==> config.mk <==
export PLATFORM = sky130hd
export DESIGN_NAME = z16_seq_ctrl
export DESIGN_NICKNAME = d
export VERILOG_FILES = /design/src/rtl/z16_seq_ctrl.sv
export SDC_FILE = /design/constraint.sdc
export NUM_CORES = 1
export LEC_CHECK = 0
export BUFFER_PORTS_ARGS = -buffer_cell sky130_fd_sc_hd__buf_2
export CAP_MARGIN = 15
export CORE_UTILIZATION = 50
export CTS_CLUSTER_DIAMETER = 100
export CTS_CLUSTER_SIZE = 8
export DETAILED_ROUTE_END_ITERATION = 16
export HOLD_SLACK_MARGIN = 0.1
export PLACE_DENSITY = 0.75
export SYNTH_ARGS = -nofsm -noshare
export SYNTH_HDL_FRONTEND = slang
export SYNTH_SLANG_ARGS = --single-unit
export TNS_END_PERCENT = 5
==> constraint.sdc <==
create_clock -name i_clk -period 4.5 [get_ports i_clk]
set_clock_uncertainty 0.1 [all_clocks]
set_input_delay 1.35 -clock i_clk [delete_from_list [all_inputs] [get_ports i_clk]]
set_output_delay 1.35 -clock i_clk [all_outputs]
set_load 0.1 [all_outputs]
==> src/rtl/z16_seq_ctrl.sv <==
// Z16 multi-cycle sequencer: FETCH/DECODE/EXEC/MEM control with shared-memory
// arbitration, per-request wait counting and a sticky memory-timeout error.
module z16_seq_ctrl #(
    parameter int unsigned MEM_TIMEOUT = 15,
    parameter int unsigned TMO_W       = 8
) (
    input  logic       i_clk,
    input  logic       i_rst,
    input  logic [3:0] i_opcode,
    input  logic       i_dec_rd_wen,
    input  logic       i_br_eq,
    input  logic       i_br_gt,
    input  logic       i_stall,
    input  logic       i_mem_ready,
    output logic       o_mem_req,
    output logic       o_mem_we,
    output logic       o_addr_sel,
    output logic       o_ir_wen,
    output logic       o_pc_wen,
    output logic [1:0] o_pc_sel,
    output logic       o_rd_wen,
    output logic [1:0] o_rd_sel,
    output logic [2:0] o_state,
    output logic       o_retire,
    output logic       o_error
);

    typedef enum logic [2:0] {
        FETCH  = 3'd0,
        DECODE = 3'd1,
        EXEC   = 3'd2,
        MEM    = 3'd3,
        ERROR  = 3'd7
    } state_t;

    localparam logic [3:0] OP_LOAD  = 4'hA;
    localparam logic [3:0] OP_STORE = 4'hB;
    localparam logic [3:0] OP_JAL   = 4'hC;
    localparam logic [3:0] OP_JRL   = 4'hD;
    localparam logic [3:0] OP_BEQ   = 4'hE;
    localparam logic [3:0] OP_BGT   = 4'hF;

    localparam logic [TMO_W-1:0] TMO_LIMIT = TMO_W'(MEM_TIMEOUT);

    state_t           state;
    state_t           state_nxt;
    logic             r_pending;
    logic             pending_nxt;
    logic [TMO_W-1:0] wait_cnt;
    logic [TMO_W-1:0] wait_nxt;
    logic             at_limit;
    logic             req;

    assign at_limit = (wait_cnt == TMO_LIMIT);

    // State, fetch-pending flag and memory wait counter registers.
    always_ff @(posedge i_clk) begin
        if (i_rst) begin
            state     <= FETCH;
            r_pending <= 1'b0;
            wait_cnt  <= '0;
        end else begin
            state     <= state_nxt;
            r_pending <= pending_nxt;
            wait_cnt  <= wait_nxt;
        end
    end

    // Next-state, wait-counter update and all datapath controls.
    // Outputs are forced low while reset is held so that an in-flight store
    // is dropped without a write strobe, whatever state the FSM was in.
    always_comb begin
        state_nxt   = state;
        pending_nxt = r_pending;
        wait_nxt    = wait_cnt;
        req         = 1'b0;
        o_mem_we    = 1'b0;
        o_addr_sel  = 1'b0;
        o_ir_wen    = 1'b0;
        o_pc_wen    = 1'b0;
        o_pc_sel    = 2'd0;
        o_rd_wen    = 1'b0;
        o_rd_sel    = 2'd0;
        o_retire    = 1'b0;
        o_error     = 1'b0;

        case (state)
            FETCH: begin
                // Once a fetch has been issued unacknowledged, stall can no
                // longer withdraw it.
                req = !i_stall || r_pending;
                if (req) begin
                    if (i_mem_ready) begin
                        o_ir_wen    = 1'b1;
                        pending_nxt = 1'b0;
                        state_nxt   = DECODE;
                    end else begin
                        pending_nxt = 1'b1;
                        if (at_limit) begin
                            state_nxt = ERROR;
                        end
                    end
                end
            end
            DECODE: begin
                state_nxt = EXEC;
            end
            EXEC: begin
                case (i_opcode)
                    OP_LOAD, OP_STORE: begin
                        state_nxt = MEM;
                    end
                    OP_JAL, OP_JRL: begin
                        o_rd_wen  = 1'b1;
                        o_rd_sel  = 2'd2;
                        o_pc_wen  = 1'b1;
                        o_pc_sel  = (i_opcode == OP_JAL) ? 2'd1 : 2'd2;
                        o_retire  = 1'b1;
                        state_nxt = FETCH;
                    end
                    OP_BEQ, OP_BGT: begin
                        o_pc_wen  = 1'b1;
                        if (i_opcode == OP_BEQ) begin
                            o_pc_sel = i_br_eq ? 2'd3 : 2'd0;
                        end else begin
                            o_pc_sel = i_br_gt ? 2'd3 : 2'd0;
                        end
                        o_retire  = 1'b1;
                        state_nxt = FETCH;
                    end
                    default: begin
                        o_rd_wen  = i_dec_rd_wen;
                        o_rd_sel  = 2'd0;
                        o_pc_wen  = 1'b1;
                        o_pc_sel  = 2'd0;
                        o_retire  = 1'b1;
                        state_nxt = FETCH;
                    end
                endcase
            end
            MEM: begin
                req        = 1'b1;
                o_addr_sel = 1'b1;
                o_mem_we   = (i_opcode == OP_STORE);
                if (i_mem_ready) begin
                    if (i_opcode == OP_LOAD) begin
                        o_rd_wen = 1'b1;
                        o_rd_sel = 2'd1;
                    end
                    o_pc_wen  = 1'b1;
                    o_pc_sel  = 2'd0;
                    o_retire  = 1'b1;
                    state_nxt = FETCH;
                end else if (at_limit) begin
                    state_nxt = ERROR;
                end
            end
            ERROR: begin
                o_error = 1'b1;
            end
            default: begin
                state_nxt   = FETCH;
                pending_nxt = 1'b0;
                wait_nxt    = '0;
            end
        endcase

        // Ready on the limit cycle clears the count, so it wins over timeout.
        if (req) begin
            if (i_mem_ready) begin
                wait_nxt = '0;
            end else if (!at_limit) begin
                wait_nxt = wait_cnt + 1'b1;
            end
        end

        o_mem_req = req;
        o_state   = state;

        if (i_rst) begin
            o_mem_req  = 1'b0;
            o_mem_we   = 1'b0;
            o_addr_sel = 1'b0;
            o_ir_wen   = 1'b0;
            o_pc_wen   = 1'b0;
            o_pc_sel   = 2'd0;
            o_rd_wen   = 1'b0;
            o_rd_sel   = 2'd0;
            o_state    = 3'd0;
            o_retire   = 1'b0;
            o_error    = 1'b0;
        end
    end

endmodule

==> metrics.cfg <==
[run_status]
status = finished clean

[final_layout]
final_util_pct = 63.0
seq_area_um2 = 240
finalNetCount = 168
n_fill_cell = 180
drive_gt1_share_pct = 24.7
multi_input_area_um2 = 677
diodes = 0
syn2layout_area_growth_pct = 16.4

[global_route]
antenna_found_initial = 0
grt_pass1_wl_mm = 3.93
grt_max_degree = 18
grt_pass1_vias = 868
gr-total-overflow = 0
track_usage_pct = 25.8

[synth]
synthDistinctLibCells = 40
avgSynthCellArea_um2 = 7.02
yosys.area.top_type_share_pct = 25.2
yosys.area.top_type = dfxtp_1
synth_edf_count = 0
synth-warning-count = 0
synth_nets = 148
netlist_area_um2 = 955
synthCells = 136
synth_commonest_cells = nor2_1 (15), a21oi_1 (14), dfxtp_1 (12), nand2_1 (12), nor3_1 (9)
synth_top_flop_cell = dfxtp_1
async_flop_share_pct = 0
yosys_register_bits = 12
yosysMostFrequentCell = nor2_1
ys_seq_area_share_pct = 25.2
synth_area_leaders = dfxtp_1 (25%), a21oi_1 (7.3%), nor2_1 (5.9%)

[route]
post_drt_wl_per_cell_um = 13.5
drt-vias-per-instance = 6.07
dr.pass1.iters = 4
vias = 1087
detail_route.iter0.violations = 36
detail-route-antenna-nets = 0
drcViolationCount = 0
totalWireLength_mm = 2.42

[setup_path]
cp_data_required_time_ps = 3050
cp-start-kind = input port
worstSetupEndpointType = output pin
path_max_fanout = 17
crit_arrival_ps = 2610
crit_type = input port to output pin

[clock_network]
clk_latency_ps = 280
cts_setup_buffers = 0
cts_buffers = 3
cts_buffer_depth = 2
cts_hold_buffers = 0
cts_max_level = 1
clkTransAtPathRegs_ps = 70
cts_sinks = 12
cts_resized = 0
tritoncts = done
root_buffer = clkbuf_4

[timing]
finalHoldViolCount = 0
drv_slew = 0
max_freq_mhz = 246
rsz0062_at_grt = no
setup-violations-final = 0
min_period_over_period_pct = 90.3
min_period_ps = 4060
worst_slew_pin_slew_ps = 529
slew_headroom_pct = 63.8

[hold_path]
hold_path.class = flip-flop to flip-flop

[run]
maxCapViolCount = 0

[place]
gp_congestion = 0.853
hpwl_mm = 1.80
portBuffers = 25

[power]
power_uw = 259
power.density_nw_per_um2 = 233
power_leakage_nw = 0.414
peakVddDrop_v = 0.000141

[floorplanning]
fp-row-count = 15
dieArea_um2 = 2090
die_x_um = 45.7
start_util_pct = 54.1
core_um2 = 1760
die_h_um = 45.7
num_io_pins = 26

-- worst paths after layout --
kind	start	to	slack, ps	cells past startpoint
worst max-delay path	i_rst	o_pc_sel[1]	440	5
worst min-delay path	r_pending	r_pending	390	2
worst max register to register	state[0]	wait_cnt[5]	2590	4
worst min register to register	r_pending	r_pending	390	2
-- layout by cell type (no fill, tap or decap), types with 2 or more instances in the layout --
cell type and instances:
and3_1 2, dfxtp_1 12, o22ai_1 2, and2_1 4
a31oi_1 2, nor2_1 12, nand2_1 12, or4_1 2
nor3_1 7, o31ai_1 2, a211oi_1 4, nor2_2 3
nor2b_1 3, inv_1 4, buf_2 25, nand3_1 5
a21oi_1 14, a41oi_1 2, clkbuf_4 3, o311ai_0 2
nand4_1 5, o21ai_0 7
-- registers in the layout (all words and copies together), names as in the netlist --
name / flops
r_pending: 1
state: 3
wait_cnt: 8
-- routing by layer --
| layer | share of wire (%) | vias to the layer above | track usage (%) |
|---|---|---|---|
| met5 | 0 | - | 0 |
| met4 | 1.0 | 0 | 8.24 |
| li1 | - | 552 | - |
| met1 | 46 | 491 | 36.3 |
| met3 | 5.9 | 5 | 5.95 |
| met2 | 47 | 39 | 38.9 |
-- layout make-up --
type / count / area share (%)
Inverter: 4 / 1.35
Multi-Input combinational cell: 110 / 60.9
Sequential cell: 12 / 21.6
Clock buffer: 3 / 2.03
Timing Repair Buffer: 25 / 11.3
Tap cell: 25 / 2.82
-- power breakdown --
| group | leakage [nW] | total [mW] | switching, mW | internal [mW] |
|---|---|---|---|---|
| Clock | 0.0138 | 0.0679 | 0.0368 | 0.0311 |
| Sequential | 0.0974 | 0.116 | 0.00635 | 0.110 |
| Combinational | 0.303 | 0.0743 | 0.0526 | 0.0217 |
-- critical path, cell delays in order --
cell and delay (ps):
buf_2 200, nor2_2 130, nand4_1 250, nor3_4 240, buf_2 440
-- through the flow --
step	std cells	instance area [um^2]	setup TNS (ps)	setup slack, ps	hold slack (ps)
floorplan	136	978	-2680	-768	358
global placement	176	1090	0	499	372
detailed placement	176	1090	0	452	378
CTS	179	1110	0	439	390
global route	179	1110	0	342	407
finish	179	1110	0	438	391
-- logic make-up after synthesis --
group	share of synthesized area (%)
AND/OR/NAND/NOR	33.4
buffers and inverters	6.42
adder cells (fa/ha/maj)	1.31
flip-flops	25.2
AO/OA/AOI/OAI	32.6
multiplexers	1.05
No activity file was read; power rests on OpenSTA's default activity.
